--- src/rtl/proc_pkg.sv ---
// Shared processor definitions: instruction field layout, opcodes, ALU ops
// and the multdiv occupancy FSM encoding.
package proc_pkg;

   localparam int OPCODE_HI = 31;
   localparam int OPCODE_LO = 27;
   localparam int RD_HI     = 26;
   localparam int RD_LO     = 22;
   localparam int RS_HI     = 21;
   localparam int RS_LO     = 17;
   localparam int RT_HI     = 16;
   localparam int RT_LO     = 12;
   localparam int ALUOP_HI  = 6;
   localparam int ALUOP_LO  = 2;

   localparam logic [4:0] OP_RTYPE = 5'd0;
   localparam logic [4:0] OP_BNE   = 5'd2;
   localparam logic [4:0] OP_JR    = 5'd4;
   localparam logic [4:0] OP_ADDI  = 5'd5;
   localparam logic [4:0] OP_BLT   = 5'd6;
   localparam logic [4:0] OP_SW    = 5'd7;
   localparam logic [4:0] OP_LW    = 5'd8;
   localparam logic [4:0] OP_BEX   = 5'd22;

   localparam logic [4:0] ALU_MUL  = 5'd6;
   localparam logic [4:0] ALU_DIV  = 5'd7;

   // bex implicitly reads the status register
   localparam logic [4:0] REG_ZERO   = 5'd0;
   localparam logic [4:0] REG_STATUS = 5'd30;

   typedef enum logic [1:0] {
      IDLE  = 2'd0,
      START = 2'd1,
      BUSY  = 2'd2
   } md_state_e;

   function automatic logic [4:0] f_opcode(input logic [31:0] instr);
      return instr[OPCODE_HI:OPCODE_LO];
   endfunction

   function automatic logic [4:0] f_rd(input logic [31:0] instr);
      return instr[RD_HI:RD_LO];
   endfunction

   function automatic logic [4:0] f_rs(input logic [31:0] instr);
      return instr[RS_HI:RS_LO];
   endfunction

   function automatic logic [4:0] f_rt(input logic [31:0] instr);
      return instr[RT_HI:RT_LO];
   endfunction

   function automatic logic [4:0] f_alu_op(input logic [31:0] instr);
      return instr[ALUOP_HI:ALUOP_LO];
   endfunction

endpackage

--- src/rtl/pipeline_stall_control_load_use_detector.sv ---
// Flags a lw sitting in D/X whose destination is read by the instruction in F/D.
module load_use_detector
   import proc_pkg::*;
(
   input  logic [31:0] fd_instr,
   input  logic [31:0] dx_instr,
   output logic        stall
);

   logic [4:0] fd_op;
   logic [4:0] fd_rd;
   logic [4:0] fd_rs;
   logic [4:0] fd_rt;
   logic [4:0] dx_rd;
   logic       reads_dx_rd;
   logic       unused_bits;

   assign fd_op       = f_opcode(fd_instr);
   assign fd_rd       = f_rd(fd_instr);
   assign fd_rs       = f_rs(fd_instr);
   assign fd_rt       = f_rt(fd_instr);
   assign dx_rd       = f_rd(dx_instr);
   assign unused_bits = ^{fd_instr[11:0], dx_instr[21:0]};

   // sw store data lives in rd but is bypassed at M, so only its base (rs) counts
   always_comb begin
      reads_dx_rd = 1'b0;
      case (fd_op)
         OP_RTYPE:              reads_dx_rd = (fd_rs == dx_rd) || (fd_rt == dx_rd);
         OP_ADDI, OP_LW, OP_SW: reads_dx_rd = (fd_rs == dx_rd);
         OP_BNE, OP_BLT:        reads_dx_rd = (fd_rd == dx_rd) || (fd_rs == dx_rd);
         OP_JR:                 reads_dx_rd = (fd_rd == dx_rd);
         OP_BEX:                reads_dx_rd = (dx_rd == REG_STATUS);
         default:               reads_dx_rd = 1'b0;
      endcase
   end

   assign stall = (f_opcode(dx_instr) == OP_LW) && (dx_rd != REG_ZERO) && reads_dx_rd;

endmodule

--- src/rtl/pipeline_stall_control.sv ---
// Stall/flush controller: load-use interlock, multdiv X-stage occupancy and
// redirect flush for the 5-stage pipeline.
module pipeline_stall_control
   import proc_pkg::*;
#(
   parameter int MULTDIV_TIMEOUT = 64,
   parameter int CNT_W           = 7
)
(
   input  logic        clock,
   input  logic        reset,
   input  logic [31:0] FD_Latch_Instr,
   input  logic [31:0] DX_Latch_Instr,
   input  logic        X_redirect,
   input  logic        multdiv_resultRDY,
   output logic        PC_enable,
   output logic        FD_enable,
   output logic        DX_enable,
   output logic        FD_flush,
   output logic        DX_flush,
   output logic        XM_bubble,
   output logic        ctrl_MULT,
   output logic        ctrl_DIV,
   output logic        multdiv_result_select,
   output logic        multdiv_timeout
);

   md_state_e        state;
   logic [CNT_W-1:0] counter;
   logic             dx_is_mul;
   logic             dx_is_div;
   logic             start_req;
   logic             timeout_hit;
   logic             md_release;
   logic             load_use_stall;

   load_use_detector u_load_use_detector (
      .fd_instr (FD_Latch_Instr),
      .dx_instr (DX_Latch_Instr),
      .stall    (load_use_stall)
   );

   assign dx_is_mul   = (f_opcode(DX_Latch_Instr) == OP_RTYPE) && (f_alu_op(DX_Latch_Instr) == ALU_MUL);
   assign dx_is_div   = (f_opcode(DX_Latch_Instr) == OP_RTYPE) && (f_alu_op(DX_Latch_Instr) == ALU_DIV);
   assign start_req   = (state == IDLE) && (dx_is_mul || dx_is_div) && !X_redirect;
   assign timeout_hit = (counter == CNT_W'(MULTDIV_TIMEOUT - 1));
   assign md_release  = (state == BUSY) && (multdiv_resultRDY || timeout_hit);

   // Counter is cleared on release so the next operation always starts from zero
   always_ff @(posedge clock) begin
      if (reset) begin
         state   <= IDLE;
         counter <= '0;
      end else begin
         case (state)
            IDLE: begin
               if (start_req)
                  state <= START;
            end
            START: begin
               counter <= CNT_W'(1);
               state   <= BUSY;
            end
            BUSY: begin
               if (md_release) begin
                  counter <= '0;
                  state   <= IDLE;
               end else begin
                  counter <= counter + CNT_W'(1);
               end
            end
            default: begin
               counter <= '0;
               state   <= IDLE;
            end
         endcase
      end
   end

   // Redirects are ignored while multdiv owns X; a mul in D/X cannot be a branch
   always_comb begin
      PC_enable             = 1'b1;
      FD_enable             = 1'b1;
      DX_enable             = 1'b1;
      FD_flush              = 1'b0;
      DX_flush              = 1'b0;
      XM_bubble             = 1'b0;
      ctrl_MULT             = 1'b0;
      ctrl_DIV              = 1'b0;
      multdiv_result_select = 1'b0;
      multdiv_timeout       = 1'b0;
      if (!reset) begin
         if (md_release) begin
            multdiv_result_select = 1'b1;
            multdiv_timeout       = !multdiv_resultRDY;
         end else if ((state != IDLE) || start_req) begin
            PC_enable = 1'b0;
            FD_enable = 1'b0;
            DX_enable = 1'b0;
            XM_bubble = 1'b1;
            ctrl_MULT = start_req && dx_is_mul;
            ctrl_DIV  = start_req && dx_is_div;
         end else if (X_redirect) begin
            FD_flush = 1'b1;
            DX_flush = 1'b1;
         end else if (load_use_stall) begin
            PC_enable = 1'b0;
            FD_enable = 1'b0;
            DX_flush  = 1'b1;
         end
      end
   end

endmodule

--- config.mk ---
export PLATFORM = sky130hd
export DESIGN_NAME = pipeline_stall_control
export DESIGN_NICKNAME = d
export VERILOG_FILES = /design/src/rtl/proc_pkg.sv /design/src/rtl/pipeline_stall_control_load_use_detector.sv /design/src/rtl/pipeline_stall_control.sv
export SDC_FILE = /design/constraint.sdc
export NUM_CORES = 1
export LEC_CHECK = 0
export BUFFER_PORTS_ARGS = -buffer_cell sky130_fd_sc_hd__buf_4
export CAP_MARGIN = 20
export CORE_MARGIN = 2
export CORE_UTILIZATION = 30
export DETAILED_ROUTE_END_ITERATION = 7
export GPL_TIMING_DRIVEN = 0
export PLACE_DENSITY = 0.65
export SETUP_SLACK_MARGIN = 0.05
export SKIP_LAST_GASP = 1
export SLEW_MARGIN = 20
export SYNTH_ARGS = -nofsm -noshare
export SYNTH_HDL_FRONTEND = slang
export SYNTH_SLANG_ARGS = --single-unit
export TNS_END_PERCENT = 1
--- constraint.sdc ---
create_clock -name clock -period 2.3 [get_ports clock]
set_input_delay 0.46 -clock clock [delete_from_list [all_inputs] [get_ports clock]]
set_output_delay 0.46 -clock clock [all_outputs]
set_load 0.01 [all_outputs]
==> results of run 1 <==
==> where the power goes <==
| group | switching [mW] | internal, mW |
|---|---|---|
| registers | 0.00126 | 0.157 |
| clock network | 0.0617 | 0.0671 |
| logic | 0.0704 | 0.0846 |
| total | 0.133 | 0.309 |
==> metal layers <==
metal	wire (um)	vias to the layer above	track usage, %
met1	1100	504	17.8
met3	192	7	2.18
met2	1460	38	31.2
met5	0	-	0
met4	61	0	5.08
li1	-	564	-
==> registers in the layout, summed over array words and instances, names as in the netlist <==
register / count
counter: 7
state: 2
==> stage by stage <==
stage                     setup slack (ns)  utilization (%)
final                              -0.0568             47.6
after global routing                -0.133             47.6
after CTS                          -0.0639             46.7
after detailed placement            -0.150             44.0
after global placement              -0.122             44.0
after floorplan                      0.113                -
==> critical path, cell delays in order <==
cell and delay, ns:
sky130_fd_sc_hd__buf_4 0.14, sky130_fd_sc_hd__or4_1 0.56, sky130_fd_sc_hd__o211ai_2 0.15, sky130_fd_sc_hd__nor2_1 0.08
sky130_fd_sc_hd__a41oi_2 0.25, sky130_fd_sc_hd__buf_4 0.14, sky130_fd_sc_hd__buf_4 0.11
==> worst max path at each step <==
stage	from	to	slack [ns]
finish	DX_Latch_Instr[23]	PC_enable	-0.06
global route	FD_Latch_Instr[30]	PC_enable	-0.13
CTS	FD_Latch_Instr[30]	PC_enable	-0.06
detailed placement	FD_Latch_Instr[31]	PC_enable	-0.15
global placement	FD_Latch_Instr[31]	PC_enable	-0.12
floorplan	DX_Latch_Instr[26]	PC_enable	0.11
==> cell families after synthesis <==
family	share of synthesized area, %
and+or+nand+nor	36.5
AOI/OAI and AO/OA	16.7
xor gates and xnor gates	14.2
buffers and inverters	6.47
DFF	19.4
adders and majority gates	6.74
==> placed cells by master, fill, tap and decap left out, types with 2 or more instances in the layout <==
cell type,instances
sky130_fd_sc_hd__a21oi_1,10
sky130_fd_sc_hd__o211ai_1,2
sky130_fd_sc_hd__clkbuf_1,3
sky130_fd_sc_hd__nand4_1,5
sky130_fd_sc_hd__ha_1,3
sky130_fd_sc_hd__xnor2_1,5
sky130_fd_sc_hd__nor2_1,10
sky130_fd_sc_hd__and3_1,3
sky130_fd_sc_hd__nor3_1,3
sky130_fd_sc_hd__nand3_1,3
sky130_fd_sc_hd__clkbuf_4,3
sky130_fd_sc_hd__o21ai_0,5
sky130_fd_sc_hd__nand3b_1,3
sky130_fd_sc_hd__xor2_1,10
sky130_fd_sc_hd__nor2b_1,4
sky130_fd_sc_hd__nand4b_1,3
sky130_fd_sc_hd__nand2_1,11
sky130_fd_sc_hd__dfxtp_2,2
sky130_fd_sc_hd__dfxtp_1,7
sky130_fd_sc_hd__buf_4,51
sky130_fd_sc_hd__nor4_1,2
sky130_fd_sc_hd__inv_1,8
sky130_fd_sc_hd__or4_1,5
==> area by class of cell <==
cell class                      instances  area, um2  share of cell area (%)
Inverter                                9       33.8                    2.36
Sequential cell                         9        183                    12.8
Timing Repair Buffer                   50        375                    26.2
Clock buffer                            4       26.3                    1.84
Multi-Input combinational cell        104        744                    52.1
Tap cell                               33       41.3                    2.89
Buffer                                  4       26.3                    1.84
==> timing repair <==
item	CTS	global route
setup buffers	3	0
endpoints found under the setup margin	7	5
pin swaps	6	0
resized for setup	8	5
hold buffers	0	0
==> results.txt, run 1 <==
After synthesis the netlist holds a flip-flop and latch count of 9. The number of placed instances, taps included, is 206. For the count of endpoints failing setup in the final report, the log shows 1. The antenna diode count was 0.

The detail route stage leaves a number of antenna-violating nets equal to 0. For the fill cell total of the finished layout, the log shows 325. The final worst-path setup slack was -0.0568 ns. For the finished layout, the period the worst path requires is 2.36 ns. The worst hold path begins at reset. Reg-to-reg endpoint: counter[5]. The total CTS buffers was 3; the number of detailed-routing iterations run before antenna repair was 4.

The overall power was 0.442 mW; the detailed-route vias per instance was 5.23. For the final standard cell area without fillers, the log shows 1430 um2. For this run, the post-layout net count is 254.

The tools report the remaining routing DRC violations as 0. The number of synthesized flops with an enable pin works out to 0. For the first-pass GRT wire length, the log shows 4520 um. TritonCTS built the clock tree.

For this block, the routed nets add up to 2810 um of wire. Dividing the final minimum period by the clock period gives 102%. The tools report the overall fraction of global-route tracks in use as 16.1%.

After synthesis, the mean cell area works out to 7.37 um2. The path class of the tightest hold or removal check is input port to register. The run gives 126 as the cell count after synthesis. Cells with a size suffix above 1 make up 37.8% of the layout. After clock tree synthesis, the clock-pin slew on the worst setup and hold paths is 0.06 ns.

The total congestion overflow came out at 0. The run gives 3560 um2 as the die area. The final-report max-slew violation count was 0. The logs give 0.424 GHz for the maximum operating frequency and 0.378 ns for the final-layout worst hold slack.

The count of unique library cells instantiated by Yosys came out at 35. The share of flip-flops with an asynchronous set or reset after synthesis came out at 0%. The top cell type by total area after synthesis is sky130_fd_sc_hd__dfxtp_1.

The analysis attributes to cell leakage a power of 0.604 nW. The number of antenna violations at the first check in global routing was 0; the die span in y was 59.6 um. The HPWL after detailed placement is 2210 um. The critical path arrival was 1.90 ns. In this run the tool buffered the top-level ports with 47 buffer cells.

The logs give 19.4% for the post-synthesis sequential area ratio and 928 um2 for the post-synthesis instance area. Entering global routing, the biggest net connects 11 pins. Clock sink total: 9. The max-cap check violation count is 0. The root buffer cell is sky130_fd_sc_hd__clkbuf_4. Ranked by total cell area, the synthesized netlist is headed by sky130_fd_sc_hd__dfxtp_1 (19%), sky130_fd_sc_hd__xor2_1 (9.4%), sky130_fd_sc_hd__ha_1 (6.7%).

Summed over all failing endpoints, the final setup total negative slack is -0.0568 ns. Clock latency on the worst-skew pair: 0.27 ns. The deepest level of the CTS H-tree was 1; the number of nets produced by synthesis was 199.

The critical path is of the input port to output pin type. STA classifies the critical path endpoint as an output pin. Across the routed clock network, the largest skew measured is 0.00759 ns.

For flop-to-flop paths, the worst setup slack is 0.47 ns. The run gives 0.838 as the global placer's final weighted congestion. The flow ran to the end, but the final reports show violations. The total area inside the core boundary comes to 3000 um2. The first routing iteration left 57 violations. The largest fanout of any net on the critical path works out to 5. In this run the deepest clock path goes through 2 buffers.

The area growth from synthesis to layout is 54.0%. The number of non-filler instances in the completed layout is 213, and the top cell type's share of synthesized area is 19.4%. The number of standard-cell rows in the floorplan came out at 20.

The startpoint identified for the worst register-to-register timing path is state[0]. The most used flip-flop cell after synthesis is sky130_fd_sc_hd__dfxtp_1. The checks that failed: setup timing.

The power per standard cell area was 309 nW/um2; the worst hold path depth was 2. The run gives 78 as the boundary pin count. Startpoint kind of the worst setup timing path: an input port. The floorplan step set the die width to 59.6 um.

Transition time at the pin with the least slew margin: 0.445 ns. The routed layout has 1113 vias. Headroom to the max-slew limit: 70.3%. Depth of the worst register-to-register path: 6. Counting instances in the post-synthesis netlist gives the leading cell types as sky130_fd_sc_hd__a21oi_1 (11), sky130_fd_sc_hd__nand2_1 (11), sky130_fd_sc_hd__nor2_1 (10), sky130_fd_sc_hd__xor2_1 (10). For the count of yosys warnings during synthesis, the log shows 0. The worst-case IR drop observed on VDD is 0.000208 V.

The count of final hold-check violations is 0, and the mean routed wirelength per cell is 13.2 um. The tools report the starting density of the core as 30.9%. Setup repair after global routing could not meet its margin everywhere.

Instance area after placement: 1320 um2. The via count of the first global-routing pass is 1128, and the required time of the critical path is 1.84 ns. The tools report the end point of the worst hold path as counter[6].
Power figures use the tool's default switching activity.
==> run 2: changes to the inputs <==
--- a/constraint.sdc
+++ b/constraint.sdc
@@ -3,2 +3,2 @@
 set_output_delay 0.46 -clock clock [all_outputs]
-set_load 0.01 [all_outputs]
+set_load 0.05 [all_outputs]
==> run 2 against run 1 <==
The run still ends with setup timing left. Global-route usage increased by 1.4 points. Register-to-register slack worse by 0.02 ns. Cell area increased by 6.9%. Setup slack about the same. Clock skew fell by 0.0028 ns. Combinational power grew 20%. Fmax about the same. Utilization rose by 3.3 points. Non-clock buffer count is the same. Wire length up 7.4%. Critical path depth is the same. First-iteration DRC count increased by 14%. Critical path type unchanged. Critical endpoint unchanged. Largest power group is now combinational logic.
==> results.txt, run 2 (same netlist as run 1, synthesis figures left out) <==
The post-route clock skew came out at 0.00480 ns (-0.00278 ns). The overall fraction of global-route tracks in use is 17.5% (+1.4 points). The top cell types in the final layout, fill and taps aside, are sky130_fd_sc_hd__buf_4 (47), sky130_fd_sc_hd__nand2_1 (10), sky130_fd_sc_hd__nor2_1 (10), sky130_fd_sc_hd__xor2_1 (10), sky130_fd_sc_hd__a21oi_1 (10).

The detailed-route vias per instance is 5.26 (+0.63%). In this run the clock root is driven by a sky130_fd_sc_hd__clkbuf_4. The run gives 0.000342 V (+65%) as the worst ir drop on vdd. For the cell leakage power, the log shows 0.628 nW (+3.9%). The logs give 9 (unchanged) for the clock sink total and 0 (unchanged) for the final-report max-slew violation count.

The tools report the count of endpoints failing setup in the final report as 2 (+1). The tools report the maximum operating frequency as 0.424 GHz (about the same). The worst hold path depth works out to 2 (unchanged). The leading cell type in the layout, fill and taps excluded was sky130_fd_sc_hd__buf_4. The final critical-path share of the clock period was 102% (about the same).

In the final layout, the registers with the most flip-flops are counter (7), state (2). The run gives 0 (unchanged) as the total congestion overflow. The tools report the number of nets still failing antenna checks after routing as 0 (unchanged).

Die span in y: 59.6 um (unchanged). The endpoint type of the worst setup path was an output pin. The mean routed wirelength per cell was 14.2 um (+7.4%); the via count of the first global-routing pass was 1139 (+0.98%). The tools report the headroom to the max-slew limit as 70.3% (about the same). Setup repair after global routing could not meet its margin everywhere.

The die area was 3560 um2 (unchanged). The worst stage delay on the critical path is 0.52 ns (-0.04 ns), and the largest fanout of any net on the critical path is 5 (unchanged). Deepest level of the CTS H-tree: 1 (unchanged). The antenna diode count is 0 (unchanged). The slowest stage cell on the critical path is sky130_fd_sc_hd__or4_1.

The power per standard cell area came out at 313 nW/um2 (+1.3%). The depth of the worst register-to-register path is 6 (unchanged), and the number of standard-cell rows in the floorplan is 20 (unchanged). The tools report the required time of the critical path as 1.84 ns (about the same). The final reports fail on setup timing.

The number of hold buffers added after CTS is 0 (unchanged), and the critical path arrival is 1.90 ns (about the same). The logs give 0 (unchanged) for the max-cap check violation count and 4800 um (+6.1%) for the first-pass GRT wire length. The global placer's final weighted congestion is 0.835 (-0.33%).

The class of the most critical setup path is input port to output pin. The final net count came out at 254 (unchanged). The transition time at the pin with the least slew margin came out at 0.446 ns (+0.000666 ns).

The synthesis-to-finish area growth is 64.7%, and the post-detailed-placement half-perimeter wirelength is 2350 um (+6.1%). The number of vias in the routed layout is 1120 (+0.63%), and the proportion of layout cells with a drive suffix above 1 is 41.1% (+3.3 points). The tools report the maximum number of pins on one net before global-route repair as 11 (unchanged). The logs give 78 (unchanged) for the boundary pin count and 206 (unchanged) for the cell count after placement.

The clock latency on the worst-skew pair is 0.28 ns (about the same), and the starting DRC count in detailed routing is 65 (+14%). The number of buffer cells added on primary ports is 47 (unchanged), and the maximum clock insertion buffer count is 2 (unchanged). The worst register-to-register path begins at state[0].

The flip-flop count of the largest register after layout came out at 7 (unchanged). TritonCTS built the clock tree. The die extent in x is 59.6 um (unchanged), and the placeable core area is 3000 um2 (unchanged). For the remaining routing DRC violations, the log shows 0 (unchanged).

The tools report the minimum setup slack among reg-to-reg paths as 0.45 ns (-0.02 ns). For the number of detailed-routing iterations run before antenna repair, the log shows 4 (unchanged). The endpoint identified for the worst register-to-register timing path is counter[5]. The fill cell total of the finished layout was 293 (-9.8%); the post-detailed-routing wire length was 3020 um (+7.4%). The instance area after placement was 1390 um2 (+5.3%); the number of antenna violations at the first check in global routing was 0 (unchanged).

Final worst-path setup slack: -0.0572 ns (-0.000327 ns). The critical path goes through buf_4 -> xor2_1 -> or4_1 -> nand4_1 -> a41oi_4 -> buf_6 -> buf_8. For the number of non-filler instances in the completed layout, the log shows 213 (unchanged). The total CTS buffers is 3 (unchanged). The startpoint kind of the worst setup timing path is an input port. For the final standard cell area without fillers, the log shows 1530 um2 (+6.9%). counter holds more flip-flops than any other register. The time the final worst path needs with I/O delays and setup works out to 2.36 ns (+0.000327 ns).

The min-delay analysis places its worst path in the category input port to register. The starting density of the core is 30.9% (unchanged). The worst hold path begins at reset. The flow ran to the end, but the final reports show violations.

The clock-pin slew of the registers on the worst-case setup and hold paths came out at 0.06 ns (about the same). The run gives 0 (unchanged) as the count of final hold-check violations. For hold timing, the worst endpoint is counter[6].
-- run 2: how the worst max path moves through the flow --
stage | from | to | slack, ns | cells after the start
detailed placement | FD_Latch_Instr[31] | PC_enable | -0.18 | 8
CTS | FD_Latch_Instr[30] | PC_enable | -0.13 | 8
global placement | FD_Latch_Instr[31] | PC_enable | -0.13 | 8
floorplan | counter[0] | PC_enable | -0.29 | 8
global route | FD_Latch_Instr[30] | PC_enable | -0.12 | 8
finish | DX_Latch_Instr[25] | PC_enable | -0.06 | 7
-- run 2: power by group --
| part | internal, mW | leakage [nW] | switching [mW] | total [mW] |
|---|---|---|---|---|
| Combinational | 0.0950 | 0.539 | 0.0911 | 0.186 |
| Clock | 0.0675 | 0.0150 | 0.0682 | 0.136 |
| Sequential | 0.156 | 0.0738 | 0.00137 | 0.157 |
-- run 2: worst max-delay path: cells and delay by family --
kind / cells / cell delay, ns
and+or+nand+nor: 2 / 0.72
AOI/OAI and AO/OA: 1 / 0.15
xor gates and xnor gates: 1 / 0.15
buffers and inverters: 3 / 0.42
-- run 2: per-stage QoR --
step / worst slack (ns) / hold WS [ns] / power [mW] / TNS, ns / util (%)
6_report: -0.0572 / 0.387 / 0.479 / -0.0739 / 50.9
2_1_floorplan: -0.291 / 0.448 / 0.244 / -0.511 / -
3_5_place_dp: -0.179 / 0.461 / 0.328 / -0.348 / 46.4
5_1_grt: -0.121 / 0.397 / 0.495 / -0.391 / 50.9
4_1_cts: -0.128 / 0.382 / 0.466 / -0.327 / 49.2
3_3_place_gp: -0.133 / 0.458 / 0.323 / -0.209 / 46.4
-- run 2: what timing repair did --
item | 4_1_cts | 5_1_grt
pin swaps | 7 | 3
gates resized for setup | 9 | 5
setup buffers | 1 | 2
setup endpoints to repair | 6 | 7
-- run 2: final cells by class --
class,instances,area [um2],share of cell area [%]
inverters,9,37.5,2.45
clock buffers,4,26.3,1.72
flip-flops and latches,9,185,12.1
plain buffers,4,30.0,1.96
well taps,33,41.3,2.70
multi-input cells,104,815,53.3
repair buffers,50,394,25.8
-- run 2: per-layer routing --
metal | up-vias | wire [um] | global-route usage (%)
met5 | - | 0 | 0
met4 | 0 | 82 | 8.89
met3 | 9 | 186 | 3.06
met2 | 35 | 1580 | 33.6
met1 | 506 | 1170 | 17.8
li1 | 570 | - | -
==> run 3: changes to the inputs <==
- CELL_PAD_IN_SITES_DETAIL_PLACEMENT: unset -> 0
- CELL_PAD_IN_SITES_GLOBAL_PLACEMENT: unset -> 1
- CORE_UTILIZATION: 30 -> 24
- PLACE_DENSITY: 0.65 -> unset
- PLACE_DENSITY_LB_ADDON: unset -> 0.1
==> run 3 against run 2 <==
The run still ends with setup timing left. Wire length decreased by 7.0%. Via count decreased by 3.4%. Clock-buffer cell count unchanged. Clock skew decreased by 0.00091 ns. Utilization decreased by 11 points. Cell count increased by 5.6%. Highest routed layer unchanged. Fmax decreased by 1.3%. Critical path type unchanged. Setup slack got worse by 0.031 ns. Largest power group is now clock. Cell area decreased by 3.8%.
==> results.txt, run 3 (same netlist as run 1, synthesis figures left out) <==
STA classifies the critical path startpoint as an input port. The logic gate share of total power is 33.3% (-5.6 points). The final critical-path share of the clock period works out to 104% (+1.3 points). Counting flops per register, the top entry is counter.

The number of antenna violations at the first check in global routing was 0 (unchanged). The die area came out at 4380 um2 (+23%). The post-detailed-placement half-perimeter wirelength was 2390 um (+1.6%); the placeable core area was 3690 um2 (+23%). The slowest stage of the critical path is the sky130_fd_sc_hd__or4_1 cell.

The detailed-route vias per instance is 4.81 (-8.5%), and the number of vias in the routed layout is 1082 (-3.4%). The tools report the maximum operating frequency as 0.419 GHz (-1.3%). The tools report the combined area of the multi-input logic cells as 758 um2 (-6.9%). The leading cell type in the layout, fill and taps excluded is sky130_fd_sc_hd__buf_4.

The final net count was 251 (-1.2%); the remaining routing DRC violations was 0 (unchanged). The tools report the sequential share of power as 31.6% (-1.2 points). The worst stage delay on the critical path was 0.41 ns (-0.11 ns). The run finished, with violations left.

The number of buffer cells added on primary ports is 47 (unchanged). The post-detailed-routing wire length was 2810 um (-7.0%); the number of non-filler instances in the completed layout was 225 (+5.6%). Cell leakage power: 0.596 nW (-5.0%). Number of detailed-routing iterations run before antenna repair: 4 (unchanged).

The class of the most critical setup path was input port to output pin. The setup fix buffers added after clock tree synthesis is 0 (-1). The critical path arrival was 1.93 ns (+0.03 ns). The count of endpoints failing setup in the final report is 3 (+1), and the maximum number of pins on one net before global-route repair is 11 (unchanged). The worst ir drop on vdd is 0.000285 V (-17%), and the synthesis-to-finish area growth is 58.4%.

Number of standard-cell rows in the floorplan: 22 (+10%). The logs give 78 (unchanged) for the boundary pin count and 0.23 ns (-0.05 ns) for the clock latency on the worst-skew pair. In the layout the commonest cells are sky130_fd_sc_hd__buf_4 (46), sky130_fd_sc_hd__nand2_1 (10), sky130_fd_sc_hd__nor2_1 (10), sky130_fd_sc_hd__xor2_1 (10), sky130_fd_sc_hd__a21oi_1 (10).

The required time of the critical path came out at 1.84 ns (about the same). For the total negative setup slack, the log shows -0.136 ns (-0.0619 ns). The final core area utilization was 39.9% (-11 points). The clock-pin slew of the registers on the worst-case setup and hold paths was 0.04 ns (-0.02 ns).

Root buffer cell: sky130_fd_sc_hd__clkbuf_8. The die extent in x was 66.2 um (+11%); the proportion of layout cells with a drive suffix above 1 was 39.0% (-2.1 points). The max-cap check violation count came out at 0 (unchanged). Setup repair after global routing could not meet its margin everywhere. The transition time at the pin with the least slew margin was 0.465 ns (+0.0190 ns). The largest fanout of any net on the critical path is 4 (-1), and the headroom to the max-slew limit is 68.7% (-1.6 points). The overall fraction of global-route tracks in use came out at 14.0% (-3.5 points). The clock sink total was 9 (unchanged); the fill cell total of the finished layout was 407 (+39%). The starting density of the core came out at 25.2% (-5.7 points). The first-pass GRT wire length was 4840 um (+1.0%); the power share of the clock group was 35.1% (+6.8 points). The run gives -0.0882 ns (-0.0310 ns) as the final worst-path setup slack. Die span in y: 66.2 um (+11%). Area of all sequential standard cells: 183 um2 (-1.4%).

Maximum clock insertion buffer count: 2 (unchanged). The endpoint type of the worst setup path is an output pin. The total congestion overflow is 0 (unchanged), and the cell count after placement is 221 (+7.3%). Final-report max-slew violation count: 0 (unchanged). The run gives 1 (unchanged) as the deepest level of the CTS H-tree. For the via count of the first global-routing pass, the log shows 1132 (-0.61%). Flip-flop count of the largest register after layout: 7 (unchanged). The tools report the overall power as 0.504 mW (+5.1%). The path class of the tightest hold or removal check is input port to register.

The run gives 0.143 mW (-11%) as the net load switching power. The antenna diode count is 0 (unchanged), and the internal portion of total power is 0.361 mW (+13%). For the count of final hold-check violations, the log shows 0 (unchanged). The largest registers in the layout are counter (7), state (2). TritonCTS built the clock tree. The total CTS buffers was 3 (unchanged). Walking the worst path, the cells encountered are buf_4 -> nor3_4 -> nand4_1 -> or4_1 -> nand4_1 -> a41oi_4 -> buf_6 -> buf_6.

The switching power share of the total is 28.4% (-5.2 points). The mean routed wirelength per cell is 12.5 um (-12%), and the global placer's final weighted congestion is 0.753 (-9.8%). The checks that failed: setup timing. The starting DRC count in detailed routing was 32 (-51%). The post-route clock skew is 0.00389 ns (-0.000914 ns), and the number of nets still failing antenna checks after routing is 0 (unchanged). The final-layout worst hold slack is 0.427 ns (+0.0399 ns), and the power per standard cell area is 343 nW/um2 (+9.3%). The time the final worst path needs with I/O delays and setup was 2.39 ns (+0.0310 ns).
==> run 3: cell types whose count changed in the layout (fill, tap and decap cells not counted), sizes merged <==
cell,before,now
buf,52,49
==> run 3: layout make-up <==
type	count	share of cell area, %
multi-input combinational	104	51.6
timing repair buffer	47	24.3
sequential	9	12.4
tap	48	4.09
clock buffer	4	3.06
inverter	9	2.55
buffer	4	2.04
==> run 3: power by group through the flow <==
stage,Sequential [mW],Clock [mW],Combinational [mW]
finish,0.159,0.177,0.167
global placement,0.162,0,0.165
CTS,0.159,0.183,0.170
global route,0.159,0.194,0.184
floorplan,0.162,0,0.0827
detailed placement,0.162,0,0.167
==> run 3: final timing paths <==
kind | startpoint | end | slack (ns) | cells after the start
worst max register to register | state[0] | counter[5] | 0.55 | 6
worst min-delay path | reset | counter[6] | 0.43 | 2
worst max-delay path | FD_Latch_Instr[30] | PC_enable | -0.09 | 8
worst min register to register | counter[6] | counter[6] | 0.47 | 1
==> run 3: per-layer routing <==
layer / vias to the layer above / part of all wire, % / track usage (%)
li1: 558 / - / -
met1: 494 / 43 / 16.2
met2: 28 / 52 / 26.5
met3: 2 / 4.7 / 3.07
met4: 0 / 0.39 / 2.30
met5: - / 0 / 0
==> run 3: critical path: cells and delay by family <==
family / cells / cell delay (ns)
AO/OA/AOI/OAI: 1 / 0.14
buffers and inverters: 3 / 0.42
AND/OR/NAND/NOR: 4 / 0.90
==> run 3: what timing repair did <==
action                     CTS  global route
resized for setup            2             1
setup endpoints to repair    5             7
pin swaps                    3             2
hold buffers                 0             0
==> run 3: stage by stage <==
stage          setup WS (ns)  area, um2
3_3_place_gp          -0.174       1410
5_1_grt               -0.172       1470
4_1_cts               -0.105       1470
6_report             -0.0882       1470
2_1_floorplan         -0.291        998
3_5_place_dp          -0.167       1410
